--- src/rtl/simd_issue_if.sv ---
// simd_issue_if: request-side and ALU-side handshake bundle for the SIMD issue stage.
`default_nettype none

interface simd_issue_if #(
    parameter int DEPTH = 4
);
    localparam int OCC_W = $clog2(DEPTH) + 1;

    logic             in_vld;
    logic [3:0]       in_op;
    logic [31:0]      in_a;
    logic [31:0]      in_b;
    logic             in_rdy;

    logic             out_vld;
    logic             out_rdy;
    logic [31:0]      out_a;
    logic [31:0]      out_b;
    logic [3:0]       out_brk;
    logic [3:0]       out_inv;
    logic             out_pass;
    logic             out_pass_sel;

    logic [OCC_W-1:0] occ;
    logic             err_illegal;

    // master: the request producer / ALU consumer side (testbench)
    modport master (
        output in_vld, in_op, in_a, in_b, out_rdy,
        input  in_rdy, out_vld, out_a, out_b, out_brk, out_inv,
               out_pass, out_pass_sel, occ, err_illegal
    );

    // slave: the issue stage itself
    modport slave (
        input  in_vld, in_op, in_a, in_b, out_rdy,
        output in_rdy, out_vld, out_a, out_b, out_brk, out_inv,
               out_pass, out_pass_sel, occ, err_illegal
    );
endinterface

`default_nettype wire

--- src/rtl/simd_issue.sv ---
// simd_issue: decodes SIMD opcodes into per-lane carry control and queues them in a DEPTH-entry FIFO.
// Optional macro SIMD_ISSUE_PASSTHRU_RDY_EN lets a full FIFO accept a push in a popping cycle.
`default_nettype none

module simd_issue #(
    parameter int DEPTH = 4
) (
    input  wire logic    clk,
    input  wire logic    rst,
    simd_issue_if.slave  bus
);
    localparam int PTR_W = $clog2(DEPTH);
    localparam int OCC_W = PTR_W + 1;
    localparam logic [OCC_W-1:0] OCC_FULL = OCC_W'(DEPTH);

    typedef enum logic [3:0] {
        OP_SEL0     = 4'b0000,
        OP_SEL1     = 4'b0001,
        OP_ADD32    = 4'b0010,
        OP_SUB32    = 4'b0011,
        OP_ADD16    = 4'b0100,
        OP_SUB16    = 4'b0101,
        OP_ADD8     = 4'b0110,
        OP_SUB8     = 4'b0111,
        OP_ADDSUB16 = 4'b1000,
        OP_SUBADD16 = 4'b1001,
        OP_ADDSUB8  = 4'b1010,
        OP_SUBADD8  = 4'b1011
    } op_t;

    logic [PTR_W-1:0] wr_ptr;
    logic [PTR_W-1:0] rd_ptr;
    logic [OCC_W-1:0] occ_q;
    logic             err_q;

    logic [31:0] mem_a    [DEPTH];
    logic [31:0] mem_b    [DEPTH];
    logic [3:0]  mem_brk  [DEPTH];
    logic [3:0]  mem_inv  [DEPTH];
    logic        mem_pass [DEPTH];
    logic        mem_sel  [DEPTH];

    logic [3:0] dec_brk;
    logic [3:0] dec_inv;
    logic       dec_pass;
    logic       dec_sel;
    logic       dec_legal;

    logic full;
    logic empty;
    logic in_rdy;
    logic push;
    logic wr_en;
    logic pop;

    // Opcode decode; brk marks lanes that start a new element, inv marks subtracting lanes.
    always_comb begin
        dec_brk   = 4'b0000;
        dec_inv   = 4'b0000;
        dec_pass  = 1'b0;
        dec_sel   = 1'b0;
        dec_legal = 1'b1;
        case (op_t'(bus.in_op))
            OP_SEL0:     begin dec_pass = 1'b1; dec_sel = 1'b0; end
            OP_SEL1:     begin dec_pass = 1'b1; dec_sel = 1'b1; end
            OP_ADD32:    begin dec_brk = 4'b0001; dec_inv = 4'b0000; end
            OP_SUB32:    begin dec_brk = 4'b0001; dec_inv = 4'b1111; end
            OP_ADD16:    begin dec_brk = 4'b0101; dec_inv = 4'b0000; end
            OP_SUB16:    begin dec_brk = 4'b0101; dec_inv = 4'b1111; end
            OP_ADD8:     begin dec_brk = 4'b1111; dec_inv = 4'b0000; end
            OP_SUB8:     begin dec_brk = 4'b1111; dec_inv = 4'b1111; end
            OP_ADDSUB16: begin dec_brk = 4'b0101; dec_inv = 4'b0011; end
            OP_SUBADD16: begin dec_brk = 4'b0101; dec_inv = 4'b1100; end
            OP_ADDSUB8:  begin dec_brk = 4'b1111; dec_inv = 4'b0101; end
            OP_SUBADD8:  begin dec_brk = 4'b1111; dec_inv = 4'b1010; end
            default:     dec_legal = 1'b0;
        endcase
    end

    assign full  = (occ_q == OCC_FULL);
    assign empty = (occ_q == '0);

`ifdef SIMD_ISSUE_PASSTHRU_RDY_EN
    // A full FIFO that is popping this cycle frees the slot the push needs.
    assign in_rdy = !rst && (!full || bus.out_rdy);
`else
    assign in_rdy = !rst && !full;
`endif

    assign push  = bus.in_vld && in_rdy;
    assign wr_en = push && dec_legal;
    assign pop   = !empty && bus.out_rdy;

    always_ff @(posedge clk) begin
        if (rst) begin
            wr_ptr <= '0;
            rd_ptr <= '0;
            occ_q  <= '0;
            err_q  <= 1'b0;
        end else begin
            err_q <= push && !dec_legal;
            if (wr_en) begin
                wr_ptr <= wr_ptr + PTR_W'(1);
            end
            if (pop) begin
                rd_ptr <= rd_ptr + PTR_W'(1);
            end
            case ({wr_en, pop})
                2'b10:   occ_q <= occ_q + OCC_W'(1);
                2'b01:   occ_q <= occ_q - OCC_W'(1);
                default: occ_q <= occ_q;
            endcase
        end
    end

    // Payload storage carries no reset; contents are only observed while out_vld is high.
    always_ff @(posedge clk) begin
        if (wr_en) begin
            mem_a[wr_ptr]    <= bus.in_a;
            mem_b[wr_ptr]    <= bus.in_b;
            mem_brk[wr_ptr]  <= dec_brk;
            mem_inv[wr_ptr]  <= dec_inv;
            mem_pass[wr_ptr] <= dec_pass;
            mem_sel[wr_ptr]  <= dec_sel;
        end
    end

    assign bus.in_rdy       = in_rdy;
    assign bus.out_vld      = !empty;
    assign bus.out_a        = mem_a[rd_ptr];
    assign bus.out_b        = mem_b[rd_ptr];
    assign bus.out_brk      = mem_brk[rd_ptr];
    assign bus.out_inv      = mem_inv[rd_ptr];
    assign bus.out_pass     = mem_pass[rd_ptr];
    assign bus.out_pass_sel = mem_sel[rd_ptr];
    assign bus.occ          = occ_q;
    assign bus.err_illegal  = err_q;

endmodule

`default_nettype wire

--- src/flat_wrapper.sv ---
// flat-port wrapper written by rule: the top's interface ports become plain ports
module simd_issue_flat 
#(
    parameter int DEPTH = 4
)
  (clk, rst, bus_in_vld, bus_in_op, bus_in_a, bus_in_b, bus_out_rdy, bus_in_rdy, bus_out_vld, bus_out_a, bus_out_b, bus_out_brk, bus_out_inv, bus_out_pass, bus_out_pass_sel, bus_occ, bus_err_illegal);
  simd_issue_if #(.DEPTH(DEPTH)) bus_i ();
  input  wire logic clk;
  input  wire logic rst;
  input wire logic [$bits(bus_i.in_vld)-1:0] bus_in_vld;
  input wire logic [$bits(bus_i.in_op)-1:0] bus_in_op;
  input wire logic [$bits(bus_i.in_a)-1:0] bus_in_a;
  input wire logic [$bits(bus_i.in_b)-1:0] bus_in_b;
  input wire logic [$bits(bus_i.out_rdy)-1:0] bus_out_rdy;
  output wire logic [$bits(bus_i.in_rdy)-1:0] bus_in_rdy;
  output wire logic [$bits(bus_i.out_vld)-1:0] bus_out_vld;
  output wire logic [$bits(bus_i.out_a)-1:0] bus_out_a;
  output wire logic [$bits(bus_i.out_b)-1:0] bus_out_b;
  output wire logic [$bits(bus_i.out_brk)-1:0] bus_out_brk;
  output wire logic [$bits(bus_i.out_inv)-1:0] bus_out_inv;
  output wire logic [$bits(bus_i.out_pass)-1:0] bus_out_pass;
  output wire logic [$bits(bus_i.out_pass_sel)-1:0] bus_out_pass_sel;
  output wire logic [$bits(bus_i.occ)-1:0] bus_occ;
  output wire logic [$bits(bus_i.err_illegal)-1:0] bus_err_illegal;
  assign bus_i.in_vld = bus_in_vld;
  assign bus_i.in_op = bus_in_op;
  assign bus_i.in_a = bus_in_a;
  assign bus_i.in_b = bus_in_b;
  assign bus_i.out_rdy = bus_out_rdy;
  assign bus_in_rdy = bus_i.in_rdy;
  assign bus_out_vld = bus_i.out_vld;
  assign bus_out_a = bus_i.out_a;
  assign bus_out_b = bus_i.out_b;
  assign bus_out_brk = bus_i.out_brk;
  assign bus_out_inv = bus_i.out_inv;
  assign bus_out_pass = bus_i.out_pass;
  assign bus_out_pass_sel = bus_i.out_pass_sel;
  assign bus_occ = bus_i.occ;
  assign bus_err_illegal = bus_i.err_illegal;
  simd_issue #(.DEPTH(DEPTH)) u_core (.clk(clk), .rst(rst), .bus(bus_i));
endmodule
--- config.mk ---
export PLATFORM = sky130hd
export DESIGN_NAME = simd_issue_flat
export DESIGN_NICKNAME = d
export VERILOG_FILES = /design/src/rtl/simd_issue_if.sv /design/src/rtl/simd_issue.sv /design/src/flat_wrapper.sv
export SDC_FILE = /design/constraint.sdc
export NUM_CORES = 1
export LEC_CHECK = 0
export ABC_AREA = 1
export CORE_MARGIN = 4
export CORE_UTILIZATION = 40
export CTS_CLUSTER_SIZE = 40
export DETAILED_ROUTE_END_ITERATION = 12
export SLEW_MARGIN = 20
export SYNTH_ARGS = -nofsm -noshare
export SYNTH_HDL_FRONTEND = slang
export SYNTH_SLANG_ARGS = --single-unit
--- constraint.sdc ---
create_clock -name clk -period 5.63 [get_ports clk]
set_input_delay 1.126 -clock clk [delete_from_list [all_inputs] [get_ports clk]]
set_output_delay 1.126 -clock clk [all_outputs]
set_load 0.05 [all_outputs]
=== Yosys cells after proc, flatten, opt, wreduce, memory -nomap -nowiden ===
Memories as Yosys holds them, arrays and structs flattened. A register that Yosys moved wholly into a read port is not among the register bits.
Index checks and enable logic that the tools add are counted.

* Register bits: 8
* Memory bits (writable): 296
* Output and inout bits: 80
* Logic and storage cells: 66
* Memories: 6

* Add/subtract/negate cells: 4
* Equal/unequal tests: 14
* Mux-type cells: 20
* Reductions and logical operators: 18

{| class="wikitable"
|+ Memory list
! name !! words !! width !! rd ports !! clocked after memory_dff !! wr ports !! line !! source
|-
| u_core.mem_a || 4 || 32 || 1 || 1 || 1 || simd_issue.sv:36 || <nowiki>logic [31:0] mem_a [DEPTH];</nowiki>
|-
| u_core.mem_b || 4 || 32 || 1 || 1 || 1 || simd_issue.sv:37 || <nowiki>logic [31:0] mem_b [DEPTH];</nowiki>
|-
| u_core.mem_brk || 4 || 4 || 1 || 1 || 1 || simd_issue.sv:38 || <nowiki>logic [3:0] mem_brk [DEPTH];</nowiki>
|-
| u_core.mem_inv || 4 || 4 || 1 || 1 || 1 || simd_issue.sv:39 || <nowiki>logic [3:0] mem_inv [DEPTH];</nowiki>
|-
| u_core.mem_pass || 4 || 1 || 1 || 1 || 1 || simd_issue.sv:40 || <nowiki>logic mem_pass [DEPTH];</nowiki>
|-
| u_core.mem_sel || 4 || 1 || 1 || 1 || 1 || simd_issue.sv:41 || <nowiki>logic mem_sel [DEPTH];</nowiki>
|}

{| class="wikitable"
|+ Operator list
! operator !! count
|-
| 2-to-1 mux 2 bit || 12
|-
| case mux 4 bit (5 select lines) || 1
|-
| equality test 4 x 3 -> 1 bit, second input constant || 4
|-
| equality test 4 bit, second input constant || 4
|-
| case mux 4 bit (3 select lines) || 1
|-
| OR reduction 12 bit || 1
|-
| equality test 4 x 2 -> 1 bit, second input constant || 2
|-
| OR reduction 4 bit || 2
|-
| case mux 3 bit (2 select lines) || 1
|-
| logical AND 1 bit || 5
|-
| 2-to-1 mux 1 bit || 5
|-
| adder 2 x 1 -> 2 bit, second input constant || 2
|-
| equality test 4 x 1 -> 1 bit, second input constant || 1
|-
| zero test 1 bit || 4
|-
| zero test 4 bit || 1
|-
| OR reduction 2 bit || 2
|-
| adder 3 x 1 -> 3 bit, second input constant || 1
|-
| equality test 3 bit, second input constant || 1
|-
| zero test 3 bit || 1
|-
| OR reduction 3 bit || 1
|-
| subtractor 3 x 1 -> 3 bit, second input constant || 1
|-
| equality test 2 x 1 -> 1 bit, second input constant || 1
|-
| equality test 2 bit, second input constant || 1
|-
| nonzero test 2 bit || 1
|}

=== Logic depth before layout (Yosys ltp) ===
Gate-level depths: netlist of the first run.

* Depth after elaboration: 7
* Mapped depth: 12
* Mapped depth without buffers: 12

=== Worst setup path after synthesis of the first run ===
Ideal clock, no wire load.

* Path kind: input-to-reg
* From: in rst
* To: mem u_core.mem_a[0][0], enable pin
* Setup time: 0.505 ns
* Arrival time: 4.573 ns
* Data required time: 5.125 ns
* Slack: 0.552 ns
* Cell stages on the path: 3
* Buffers on the path: 0
* Cells stage by stage: inv_1 > nand4_2 > nor2_1

* Word-level cells in the longest chain between the ends: 6

{| class="wikitable"
|+ RTL lines
! element !! line !! source
|-
| from (decl) || flat_wrapper.sv:9 || <nowiki>input wire logic rst;</nowiki>
|-
| zero test 1 bit || simd_issue.sv:87 || <nowiki>assign in_rdy = !rst && !full;</nowiki>
|-
| logical AND 1 bit || simd_issue.sv:87 ||
|-
| logical AND 1 bit || simd_issue.sv:90 || <nowiki>assign push = bus.in_vld && in_rdy;</nowiki>
|-
| logical AND 1 bit || simd_issue.sv:91 || <nowiki>assign wr_en = push && dec_legal;</nowiki>
|-
| 2-to-1 mux 1 bit || simd_issue.sv:118 || <nowiki>if (wr_en) begin</nowiki>
|-
| 2-to-1 mux 1 bit (not written as such) || simd_issue.sv:119 || <nowiki>mem_a[wr_ptr] <= bus.in_a;</nowiki>
|-
| to (decl) || simd_issue.sv:36 ||
|}

Every way passes these cells.

==> flow_metrics.env, run 1 <==
export IMPL_via_count=6863
export IMPL_post_synth_fa_ha_maj_area_fraction_pct=0.721
export IMPL_antenna_found_initial=2
export IMPL_timing_final_crit_share_pct=82.9
export IMPL_first_iter_violations=463
export IMPL_track_usage_pct=15.0
export IMPL_tritoncts_num_sinks=302
export IMPL_ys_ff_latch=302
export IMPL_synth_compound_area_share_pct=10.9
export IMPL_synth_top_family_by_area="compound AO/OA/AOI/OAI gates"
export IMPL_grt_setup_unrepaired="no"
export IMPL_count_of_port_buffers_added_during_placement=151
export IMPL_pin_count_of_the_biggest_net_entering_global_routing=117
export IMPL_synth_net_count=878
export IMPL_internal_power_mw=4.36
export IMPL_synthTopCellsByArea="sky130_fd_sc_hd__edfxtp_1 (77%), sky130_fd_sc_hd__nor2_1 (5.4%), sky130_fd_sc_hd__o22ai_1 (4.0%)"
export IMPL_die_y_um=177
export IMPL_synth_distinct_cells=22
export IMPL_post_synth_top_area_fraction_pct=76.6
export IMPL_clock_fmax_mhz=214
export IMPL_initial_core_util_pct=40.9
export IMPL_floorplan_die_area_sq_um=31400
export IMPL_power_density_nw_per_um2=473
export IMPL_finClkSkew_ns=0.0107
export IMPL_peak_supply_drop_mv=0.299
export IMPL_grt_first_pass_wirelength_um=37000
export IMPL_power_leakage_nw=4.71
export IMPL_timing_critical_path_from_type="flop"
export IMPL_cts_hold_buffers_added=0
export IMPL_placementRows=61
export IMPL_p_comb_share_pct=32.3
export IMPL_routed_wl_um=24300
export IMPL_post_synth_instance_area_sq_um=11500
export IMPL_netSwitchingFraction_pct=35.3
export IMPL_holdCritPathClass="flop to flop"
export IMPL_synthSimpleGateAreaFrac_pct=6.37
export IMPL_cts_buffers_inserted=31
export IMPL_most_common_library_cell_in_the_layout_ignoring_fill_and_taps="sky130_fd_sc_hd__edfxtp_1"
export IMPL_cts_root_buffer_cell="sky130_fd_sc_hd__clkbuf_16"
export IMPL_post_route_min_period_ns=4.67
export IMPL_worst_setup_path_end_kind="primary output"
export IMPL_synthesized_instance_count=800
export IMPL_ios=152
export IMPL_final_hold_violation_count=0
export IMPL_timing_max_transition_violations_final=0
export IMPL_drive_gt1_share_pct=6.28
export IMPL_cts_resized=0
export IMPL_syn_area_per_cell_sq_um=14.3
export IMPL_worst_endpoint_required_ns=4.50
export IMPL_timing_setup_critical_path_class="flop to primary output"
export IMPL_slew_headroom_pct=39.7
export IMPL_avg_wl_per_cell_um=18.0
export IMPL_clock_tree_from_tritoncts="yes"
export IMPL_insertion_delay_ns=0.53
export IMPL_first_global_vias=6696
export IMPL_num_fill_cells=2412
export IMPL_run_status="complete, no violations"
export IMPL_die_x_um=177
export IMPL_sequential_cell_area_sq_um=8970
export IMPL_synth_yosys_seq_area_share_pct=78.3
export IMPL_path_cells="buf_4 -> o21ai_0 -> o22ai_1 -> clkdlybuf4s50_1"
export IMPL_ctsLongestPathBuffers=3
export IMPL_routabilityCongestion=0.762
export IMPL_route_detailed_drc=0
export IMPL_muxShareOfSynthArea_pct=0
export IMPL_timing_worst_slew_pin_value_ns=0.905
export IMPL_seq_power_share_pct=38.9
export IMPL_whs_ns=0.495
export IMPL_cts_htree_levels=1
export IMPL_post_synth_xor_area_fraction_pct=0
export IMPL_slowest_delay_ns=0.87
export IMPL_core_box_area_sq_um=28000
export IMPL_setup_tns_ns=0
export IMPL_fin_util_pct=50.8
export IMPL_timing_critical_path_fanout_max=88
export IMPL_final_stage_net_count=1025
export IMPL_crit_path_max_delay_cell_type="sky130_fd_sc_hd__clkdlybuf4s50_1"
export IMPL_clkPwrFrac_pct=28.8
export IMPL_ant_nets=0
export IMPL_area_growth_syn_to_layout_pct=24.3
export IMPL_arrival_ns=3.54
export IMPL_footprint_of_the_multi_input_gates_sq_um=2090
export IMPL_yosys_area_top_type="sky130_fd_sc_hd__edfxtp_1"
export IMPL_most_frequent_cells_in_the_layout="sky130_fd_sc_hd__edfxtp_1 (292), sky130_fd_sc_hd__nor2_1 (161), sky130_fd_sc_hd__clkdlybuf4s50_1 (151)"
export IMPL_max_cap_violations=0
export IMPL_grt_overflow_total=0
export IMPL_via_count_normalized_by_instance_count=5.08
export IMPL_synth_warnings=0
export IMPL_clk_pin_slew_worst_paths_ns=0.06
export IMPL_postCtsSetupBuffers=0
export IMPL_hpwlAfterDp_um=13400
export IMPL_setup_viol=0
export IMPL_detailedRoute_firstPassIterationCount=5
export IMPL_total_switching_power_mw=2.38
==> layer usage <==
| metal | track usage (%) | wire (um) | share of wire (%) |
|---|---|---|---|
| met1 | 21.2 | 11200 | 46 |
| met2 | 24.2 | 11200 | 46 |
| met3 | 3.29 | 1500 | 6.2 |
| met4 | 3.00 | 333 | 1.4 |
| met5 | 0 | 27 | 0.11 |
==> stage by stage <==
| stage | setup WS (ns) | area (sq um) | std cells | total power [mW] |
|---|---|---|---|---|
| final | 0.962 | 14200 | 1350 | 6.74 |
| after global routing | 0.720 | 14200 | 1349 | 7.03 |
| after CTS | 0.910 | 14200 | 1349 | 6.80 |
| after detailed placement | 1.48 | 13300 | 1292 | 4.86 |
| after global placement | 1.57 | 13300 | 1292 | 4.85 |
| after floorplan | 0.552 | 11500 | 800 | 4.20 |
==> sequential cells by signal, indices dropped and copies added, names as in the netlist, 2 cells and up, named ones only <==
name,count
u_core.bus.occ,3
u_core.mem_a,128
u_core.mem_b,128
u_core.mem_brk,12
u_core.mem_inv,16
u_core.mem_pass,4
u_core.mem_sel,4
u_core.rd_ptr,2
u_core.wr_ptr,2
==> Yosys cell counts <==
cell type,count
sky130_fd_sc_hd__buf_2,4
sky130_fd_sc_hd__nor2_1,165
sky130_fd_sc_hd__clkbuf_1,16
sky130_fd_sc_hd__buf_4,11
sky130_fd_sc_hd__clkbuf_2,4
sky130_fd_sc_hd__buf_6,13
sky130_fd_sc_hd__o211ai_1,1
sky130_fd_sc_hd__nand4_2,1
sky130_fd_sc_hd__fa_1,1
sky130_fd_sc_hd__inv_1,22
sky130_fd_sc_hd__inv_4,1
sky130_fd_sc_hd__dfxtp_1,10
sky130_fd_sc_hd__nand2_1,14
sky130_fd_sc_hd__a21oi_1,4
sky130_fd_sc_hd__ha_1,5
sky130_fd_sc_hd__o22ai_1,73
sky130_fd_sc_hd__clkinv_1,1
sky130_fd_sc_hd__o21ai_0,86
sky130_fd_sc_hd__o21ai_1,67
sky130_fd_sc_hd__nand3_1,8
sky130_fd_sc_hd__edfxtp_1,292
sky130_fd_sc_hd__nor3_1,1
==> kinds of logic after synthesis <==
family / Yosys count
buf+inv: 72
fa+ha+maj: 6
compound gates: 231
flops: 302
simple gates: 189
==> critical path, delay by kind of cell, from the launching register on <==
kind | cells | cell delay, ns
AOI/OAI and AO/OA | 2 | 0.53
buffers and inverters | 2 | 1.61
DFF | 1 | 0.74
==> final cells by class <==
cell class / count / share of cell area [%]
Sequential cell: 302 / 63.0
Tap cell: 378 / 3.32
Inverter: 24 / 0.650
Multi-Input combinational cell: 426 / 14.7
Antenna cell: 1 / 0.0176
Clock inverter: 11 / 0.720
Clock buffer: 46 / 6.12
Timing Repair Buffer: 162 / 11.5
==> final timing paths <==
kind              cells past startpoint                 end  slack [ns]               from
hold reg to reg                       2    u_core.rd_ptr[0]        0.49   u_core.rd_ptr[0]
setup / recovery                      4      bus_out_inv[0]        0.96               flop
setup reg to reg                      5  u_core.mem_b[2][1]        3.26  u_core.bus.occ[1]
hold / removal                        2    u_core.rd_ptr[0]        0.49   u_core.rd_ptr[0]
==> power groups by stage <==
stage | registers, mW | logic, mW | clock network, mW
2_1_floorplan | 2.66 | 1.54 | 0
3_3_place_gp | 2.67 | 2.19 | 0
3_5_place_dp | 2.67 | 2.20 | 0
4_1_cts | 2.62 | 2.20 | 1.98
5_1_grt | 2.63 | 2.31 | 2.08
6_report | 2.62 | 2.18 | 1.94
(Power assumes the default switching activity.)
==> run 2: changes to the inputs <==
==> constraint.sdc (replaced) <==
create_clock -name clk -period 4.1 [get_ports clk]
set_input_delay 0.82 -clock clk [delete_from_list [all_inputs] [get_ports clk]]
set_output_delay 0.82 -clock clk [all_outputs]
set_load 0.05 [all_outputs]
==> run 2 against run 1 <==
Against the previous run: first-iteration DRC count rose by 25%; sequential cell count is the same; sequential power rose by 36%; power grew 38%; non-clock buffer count grew 5; critical endpoint is now bus_out_b[20].
==> flow_metrics.env, run 2 (same netlist as run 1, synthesis figures left out) <==
export IMPL_path_cells="buf_4 -> o21ai_0 -> o22ai_1 -> clkdlybuf4s50_1"
export IMPL_final_stage_net_count=1033
export IMPL_postCtsSetupBuffers=0
export IMPL_clkPwrFrac_pct=29.5
export IMPL_insertion_delay_ns=0.50
export IMPL_clock_fmax_mhz=283
export IMPL_die_y_um=177
export IMPL_ant_nets=0
export IMPL_most_frequent_cells_in_the_layout="sky130_fd_sc_hd__edfxtp_1 (292), sky130_fd_sc_hd__nor2_1 (161), sky130_fd_sc_hd__clkdlybuf4s50_1 (93)"
export IMPL_timing_worst_slew_pin_value_ns=0.837
export IMPL_pin_count_of_the_biggest_net_entering_global_routing=87
export IMPL_worst_setup_path_end_kind="primary output"
export IMPL_arrival_ns=2.72
export IMPL_count_of_port_buffers_added_during_placement=151
export IMPL_cts_buffers_inserted=34
export IMPL_cts_resized=0
export IMPL_cts_htree_levels=2
export IMPL_worstHoldEndpoint="u_core.rd_ptr[0]"
export IMPL_first_global_vias=6787
export IMPL_clk_pin_slew_worst_paths_ns=0.06
export IMPL_avg_wl_per_cell_um=18.4
export IMPL_placementRows=61
export IMPL_run_status="complete, no violations"
export IMPL_place_ws_ns=1.05
export IMPL_track_usage_pct=15.7
export IMPL_grt_overflow_total=0
export IMPL_timing_critical_path_from_type="flop"
export IMPL_holdCritPathClass="flop to flop"
export IMPL_final_hold_violation_count=0
export IMPL_internal_power_mw=5.97
export IMPL_hpwlAfterDp_um=14800
export IMPL_netSwitchingFraction_pct=36.0
export IMPL_use_met3_pct=3.78
export IMPL_cts_root_buffer_cell="sky130_fd_sc_hd__clkbuf_16"
export IMPL_worst_hold_path_num_cells=2
export IMPL_most_common_library_cell_in_the_layout_ignoring_fill_and_taps="sky130_fd_sc_hd__edfxtp_1"
export IMPL_crit_path_max_delay_cell_type="sky130_fd_sc_hd__clkdlybuf4s50_1"
export IMPL_max_cap_violations=0
export IMPL_initial_core_util_pct=40.9
export IMPL_core_box_area_sq_um=28000
export IMPL_antenna_found_initial=1
export IMPL_worst_hold_startpoint="u_core.rd_ptr[0]"
export IMPL_worst_endpoint_required_ns=3.28
export IMPL_clock_tree_from_tritoncts="yes"
export IMPL_final_setup_worst_slack_ns=0.562
export IMPL_grt_util_met2_pct=25.1
export IMPL_tritoncts_num_sinks=302
export IMPL_grt_setup_unrepaired="no"
export IMPL_power_density_nw_per_um2=657
export IMPL_highest_utilization_routing_layer_at_the_global_route_stage="met2"
export IMPL_fin_total_pwr_mw=9.32
export IMPL_r2r_end="u_core.mem_a[0][21]"
export IMPL_power_leakage_nw=4.81
export IMPL_die_x_um=177
export IMPL_setup_viol=0
export IMPL_critical_path_reg2reg_startpoint="u_core.bus.occ[1]"
export IMPL_detailedRoute_firstPassIterationCount=6
export IMPL_via_count=6898
export IMPL_p_comb_share_pct=32.3
export IMPL_slew_headroom_pct=44.2
export IMPL_route_detailed_drc=0
export IMPL_reg_largest_list="u_core.mem_a: 128 flops, u_core.mem_b: 128 flops, u_core.mem_inv: 16 flops"
export IMPL_cts_hold_buffers_added=0
export IMPL_area_growth_syn_to_layout_pct=23.9
export IMPL_cp_buffers_inverters=2
export IMPL_fraction_of_met1_tracks_used_by_global_routing_pct=21.8
export IMPL_ios=152
export IMPL_timing_final_crit_share_pct=86.3
export IMPL_timing_setup_critical_path_class="flop to primary output"
export IMPL_rrSetupSlack_ns=2.03
export IMPL_peak_supply_drop_mv=0.426
export IMPL_via_count_normalized_by_instance_count=5.09
export IMPL_total_switching_power_mw=3.35
export IMPL_grt_first_pass_wirelength_um=38200
export IMPL_routed_wl_um=25000
export IMPL_ctsLongestPathBuffers=3
export IMPL_drive_gt1_share_pct=13.1
export IMPL_first_iter_violations=578
export IMPL_floorplan_die_area_sq_um=31400
export IMPL_timing_max_transition_violations_final=0
export IMPL_cell_count_of_the_worst_reg_to_reg_path=5
export IMPL_post_route_min_period_ns=3.54
export IMPL_seq_power_share_pct=38.2
export IMPL_path_delay_family="buffers and inverters"
export IMPL_routabilityCongestion=0.763
export IMPL_finClkSkew_ns=0.0101
export IMPL_timing_critical_path_fanout_max=44
export IMPL_slowest_delay_ns=0.86
export IMPL_setup_tns_ns=0
==> run 2: changes by cell type in the layout (fill, tap and decap cells not counted), sizes merged <==
cell / before / now
bufinv: 2 / 1
buf: 11 / 74
clkdlybuf4s50: 151 / 93
clkbuf: 46 / 45
inv: 24 / 26
clkinv: 9 / 10
==> run 2: worst max-delay path by stage <==
stage	endpoint	cells past startpoint	from
2_1_floorplan	u_core.mem_a[0][0]	3	rst
5_1_grt	bus_out_b[20]	4	flop
6_report	bus_out_b[20]	4	flop
4_1_cts	bus_out_b[20]	4	flop
3_5_place_dp	u_core.mem_b[0][21]	5	rst
3_3_place_gp	bus_in_rdy	3	rst
==> run 2: power groups by stage <==
stage / sequential (mW) / combinational, mW / clock, mW
finish: 3.56 / 3.01 / 2.75
global route: 3.57 / 3.21 / 2.96
CTS: 3.56 / 3.05 / 2.82
detailed placement: 3.62 / 3.04 / 0
global placement: 3.62 / 3.03 / 0
floorplan: 3.65 / 2.12 / 0
==> run 2: per-stage QoR <==
step	hold slack (ns)	cells	cell area [sq um]	util [%]
floorplan	0.451	800	11500	-
global placement	0.469	1297	13200	47.1
detailed placement	0.509	1297	13200	47.1
CTS	0.523	1355	14200	50.7
global route	0.563	1355	14200	50.7
finish	0.514	1356	14200	50.7
==> run 2: cell type report <==
| class | count | area, sq um |
|---|---|---|
| Inverter | 24 | 92.6 |
| Clock buffer | 45 | 913 |
| Timing Repair Buffer | 167 | 1550 |
| Clock inverter | 13 | 97.6 |
| Sequential cell | 302 | 8970 |
| Antenna cell | 1 | 2.50 |
| Fill cell | 2403 | 13800 |
| Multi-Input combinational cell | 426 | 2090 |
| Tap cell | 378 | 473 |
==> run 2: routing by layer <==
layer,share of wire [%],vias to the layer above
met4,1.5,2
met2,47,196
met1,44,3368
met5,0.048,-
met3,6.9,35
li1,-,3297
==> run 2: tightest hold or removal path: cells and delay by family (launching register included) <==
kind | cells | cell delay [ns]
flops | 1 | 0.33
simple gates | 2 | 0.15
==> run 3: changes to the inputs <==
--- a/config.mk
+++ b/config.mk
@@ -8,6 +8,7 @@
 export ABC_AREA = 1
 export CORE_MARGIN = 4
 export CORE_UTILIZATION = 40
+export CTS_CLUSTER_DIAMETER = 60
 export CTS_CLUSTER_SIZE = 40
 export DETAILED_ROUTE_END_ITERATION = 12
 export SLEW_MARGIN = 20
==> run 3 against run 2 <==
Against the previous run: first-iteration DRC count decreased by 0.52%; routed wire length fell by 1.3%; sequential cell count is the same; sequential share of layout area grew 0.92 points; combinational power barely moved; final area shrank 1.4%; critical path depth stayed put; count of clock-buffer cells in the layout decreased by 21; final cell count shrank 1.3%; fmax decreased by 0.51%; critical path type unchanged.
==> flow_metrics.env, run 3 (same netlist as run 1, synthesis figures left out) <==
export IMPL_tritoncts_num_sinks=302
export IMPL_most_frequent_cells_in_the_layout="sky130_fd_sc_hd__edfxtp_1 (292), sky130_fd_sc_hd__nor2_1 (161), sky130_fd_sc_hd__clkdlybuf4s50_1 (93)"
export IMPL_cts_htree_levels=1
export IMPL_timing_setup_critical_path_class="flop to primary output"
export IMPL_worst_hold_path_num_cells=2
export IMPL_postCtsSetupBuffers=0
export IMPL_worstHoldEndpoint="u_core.rd_ptr[0]"
export IMPL_cts_hold_buffers_added=0
export IMPL_timing_final_crit_share_pct=86.7
export IMPL_timing_critical_path_fanout_max=65
export IMPL_via_count_normalized_by_instance_count=5.09
export IMPL_ant_nets=0
export IMPL_detailedRoute_firstPassIterationCount=5
export IMPL_fin_total_pwr_mw=8.88
export IMPL_run_status="complete, no violations"
export IMPL_route_detailed_drc=0
export IMPL_max_cap_violations=0
export IMPL_peak_supply_drop_mv=0.387
export IMPL_initial_core_util_pct=40.9
export IMPL_timing_critical_path_from_type="flop"
export IMPL_worst_setup_path_end_kind="primary output"
export IMPL_ios=152
export IMPL_critical_path_reg2reg_startpoint="u_core.bus.occ[1]"
export IMPL_holdCritPathClass="flop to flop"
export IMPL_grt_setup_unrepaired="no"
export IMPL_cts_resized=0
export IMPL_rrSetupSlack_ns=2.04
export IMPL_avg_wl_per_cell_um=18.4
export IMPL_dp_cells=1297
export IMPL_die_y_um=177
export IMPL_pin_count_of_the_biggest_net_entering_global_routing=87
export IMPL_final_hold_violation_count=0
export IMPL_arrival_ns=2.74
export IMPL_routed_wl_um=24600
export IMPL_antenna_found_initial=1
export IMPL_drive_gt1_share_pct=12.8
export IMPL_timing_max_transition_violations_final=0
export IMPL_ctsLongestPathBuffers=3
export IMPL_slew_headroom_pct=43.5
export IMPL_hpwlAfterDp_um=14800
export IMPL_power_density_nw_per_um2=635
export IMPL_slowest_delay_ns=0.86
export IMPL_worst_endpoint_required_ns=3.28
export IMPL_routabilityCongestion=0.763
export IMPL_clock_fmax_mhz=281
export IMPL_setup_viol=0
export IMPL_cts_root_buffer_cell="sky130_fd_sc_hd__clkbuf_16"
export IMPL_core_box_area_sq_um=28000
export IMPL_reg_largest_list="u_core.mem_a: 128 flops, u_core.mem_b: 128 flops, u_core.mem_inv: 16 flops"
export IMPL_clk_pin_slew_worst_paths_ns=0.08
export IMPL_post_route_min_period_ns=3.56
export IMPL_most_common_library_cell_in_the_layout_ignoring_fill_and_taps="sky130_fd_sc_hd__edfxtp_1"
export IMPL_area_growth_syn_to_layout_pct=22.2
export IMPL_worst_hold_startpoint="u_core.rd_ptr[0]"
export IMPL_fin_util_pct=49.9
export IMPL_floorplan_die_area_sq_um=31400
export IMPL_finClkSkew_ns=0.0130
export IMPL_die_x_um=177
export IMPL_timing_worst_slew_pin_value_ns=0.847
export IMPL_crit_path_max_delay_cell_type="sky130_fd_sc_hd__clkdlybuf4s50_1"
export IMPL_final_setup_worst_slack_ns=0.544
export IMPL_track_usage_pct=15.4
export IMPL_first_iter_violations=575
export IMPL_r2r_end="u_core.mem_b[0][21]"
export IMPL_cell_count_of_the_worst_reg_to_reg_path=5
export IMPL_path_cells="inv_4 -> nor2_1 -> o22ai_1 -> clkdlybuf4s50_1"
export IMPL_antenna_diode_count=0
export IMPL_via_count=6809
export IMPL_post_layout_nonfiller_instances=1339
export IMPL_power_leakage_nw=4.71
export IMPL_final_stage_net_count=1022
export IMPL_placementRows=61
export IMPL_count_of_port_buffers_added_during_placement=151
export IMPL_cts_buffers_inserted=23
export IMPL_insertion_delay_ns=0.54
export IMPL_grt_first_pass_wirelength_um=37700
export IMPL_clock_tree_from_tritoncts="yes"
export IMPL_grt_overflow_total=0
export IMPL_place_ws_ns=1.05
export IMPL_first_global_vias=6679
## run 3: critical path, delay by kind of cell (launching register included)
| kind | cells | cell delay (ns) |
|---|---|---|
| buf+inv | 2 | 1.40 |
| simple gates | 1 | 0.09 |
| compound gates | 1 | 0.29 |
| flops | 1 | 0.41 |
## run 3: final cells by class
class                      count  area [sq um]
fill                        2419         14000
clock buffer                  24           579
inverter                      24          92.6
multi-input combinational    426          2090
sequential                   302          8970
timing repair buffer         167          1550
tap                          378           473
clock inverter                18           230
## run 3: metrics by stage
step	cell area (sq um)	setup TNS [ns]	hold slack (ns)
2_1_floorplan	11500	-196.19	0.451
4_1_cts	14000	0	0.529
3_3_place_gp	13200	0	0.469
5_1_grt	14000	0	0.570
6_report	14000	0	0.519
3_5_place_dp	13200	0	0.509
## run 3: per-layer routing
metal  routed length, um  vias up  track usage [%]  part of all wire [%]
met5                  13        -                0                 0.053
met4                 331        2             2.77                   1.3
met3                1660       28             3.29                   6.7
met2               11600      179             25.4                    47
met1               11000     3326             21.4                    45
li1                    -     3274                -                     -
## run 3: worst max path at each step
stage / startpoint / end / cells past startpoint
2_1_floorplan: rst / u_core.mem_a[0][0] / 3
3_3_place_gp: rst / bus_in_rdy / 3
3_5_place_dp: rst / u_core.mem_b[0][21] / 5
4_1_cts: flop / bus_out_b[20] / 4
5_1_grt: flop / bus_out_b[20] / 4
6_report: flop / bus_out_b[20] / 4
## run 3: power breakdown
part           internal, mW  total, mW  leakage, nW  switching [mW]
logic                 0.833       3.01         1.58            2.17
registers              3.50       3.55         2.73          0.0524
clock network          1.13       2.32        0.393            1.19
total                  5.46       8.88         4.71            3.42
==> RTL change, RTL diff (config.mk and constraints of run 3) <==
`DEPTH` is set to 4 in 3 places; all go to 8.
--- a/src/rtl/simd_issue_if.sv
+++ b/src/rtl/simd_issue_if.sv
@@ -2,7 +2,7 @@
 `default_nettype none
 
 interface simd_issue_if #(
-    parameter int DEPTH = 4
+    parameter int DEPTH = 8
 );
     localparam int OCC_W = $clog2(DEPTH) + 1;
 
--- a/src/rtl/simd_issue.sv
+++ b/src/rtl/simd_issue.sv
@@ -3,7 +3,7 @@
 `default_nettype none
 
 module simd_issue #(
-    parameter int DEPTH = 4
+    parameter int DEPTH = 8
 ) (
     input  wire logic    clk,
     input  wire logic    rst,
--- a/src/flat_wrapper.sv
+++ b/src/flat_wrapper.sv
@@ -1,7 +1,7 @@
 // flat-port wrapper written by rule: the top's interface ports become plain ports
 module simd_issue_flat 
 #(
-    parameter int DEPTH = 4
+    parameter int DEPTH = 8
 )
   (clk, rst, bus_in_vld, bus_in_op, bus_in_a, bus_in_b, bus_out_rdy, bus_in_rdy, bus_out_vld, bus_out_a, bus_out_b, bus_out_brk, bus_out_inv, bus_out_pass, bus_out_pass_sel, bus_occ, bus_err_illegal);
   simd_issue_if #(.DEPTH(DEPTH)) bus_i ();
Ports: changed (resized bus_occ); port bits go from 152 to 153. The function was not compared with the original's and may differ.
==> RTL change against run 3 <==
Sequential cell count is 296 higher. Worst setup slack worse by 0.28 ns. Synthesized area is 100% higher. Die area is 99% higher. Largest power group unchanged. Total power is 88% higher. Sequential power is 96% higher. Cell area is 97% higher. Clock skew is 0.012 ns higher. Synthesized cell count is 120% higher. Wire length is 120% higher. Largest cell class unchanged. First-iteration DRC count is 94% higher.
==> RTL change: results (changes against run 3) <==
dp_slack_ns: 0.6963  # -0.3517 ns
grt_pass1_vias: 13520  # +100%
regToRegSetupSlack_ns: 1.72  # -0.32 ns
num_rows: 88  # +44%
synth_nets: 1841  # +110%
drive_gt1_frac: 0.06784  # -0.06015
place_congestion: 0.7541  # -1.2%
htree_levels: 2  # +1
synthMuxAreaShare: 0.03119  # +0.03119
multiInputGateArea_um2: 5067  # +140%
leakage_nw: 9.212  # +96%
min_to: "u_core.rd_ptr[0]"
multi_input_cells: 1039  # +140%
largest_registers: "u_core.mem_a (256), u_core.mem_b (256), u_core.mem_inv (32)"
regArea_um2: 17830  # +99%
synth_cell_type_count: 25  # +14%
grt_use_total: 0.1660  # +0.01234
run_status: "finished clean"
rr_worst_depth: 7  # +2
period_minus_slack_ns: 3.833  # +0.2770 ns
grt_start_max_net_pins: 73  # -16%
fin_nets: 1976  # +93%
maxSlewHeadroom: 0.3119  # -0.1232
critical_path_arrival_ns: 3.01  # +0.27 ns
skew_ns: 0.02475  # +0.01173 ns
synth_xor_area_frac: 0.0007477  # +0.0007477
[RTL change: metrics by stage]
| step | utilization | instances | TNS [ns] |
|---|---|---|---|
| 2_1_floorplan | - | 1764 | -453.29 |
| 4_1_cts | 0.4772 | 2695 | 0 |
| 6_report | 0.4779 | 2699 | 0 |
| 3_5_place_dp | 0.4512 | 2619 | 0 |
| 3_3_place_gp | 0.4512 | 2619 | 0 |
| 5_1_grt | 0.4779 | 2698 | 0 |
[RTL change: what timing repair did]
item / CTS / global route
resized for setup: 1 / 7
setup buffers: 0 / 1
hold endpoints to repair: 0 / 0
cloned: 0 / 0
hold buffers: 0 / 0
setup endpoints to repair: 1 / 29
[RTL change: cell families (layout without fill, tap and decap cells)]
kind of cell	count (synthesis)	after routing
buf+inv	127	294
simple gates	572	572
xor+xnor	2	2
compound gates	387	387
fa+ha+maj	5	5
flops	598	598
mux	73	73
other cells	0	3
[RTL change: metal layers]
layer / part of all wire / wire, µm / vias to the layer above
li1: - / - / 6661
met1: 0.45 / 24130 / 6885
met2: 0.49 / 26170 / 338
met4: 0.017 / 905 / 4
met3: 0.045 / 2412 / 62
met5: 0.00050 / 27 / -
[RTL change: report_power, final]
part / switching [mW] / internal [mW] / total [mW]
Clock: 2.38 / 2.13 / 4.50
Sequential: 0.135 / 6.84 / 6.97
Combinational: 3.54 / 1.66 / 5.20
[RTL change: worst max-delay path, cell delays in order (launching register included)]
cell	delay, ns
dfxtp_4	0.67
buf_12	0.32
o21ai_0	0.15
o21ai_0	0.25
nand2_1	0.09
nand2_1	0.10
clkdlybuf4s50_1	0.80
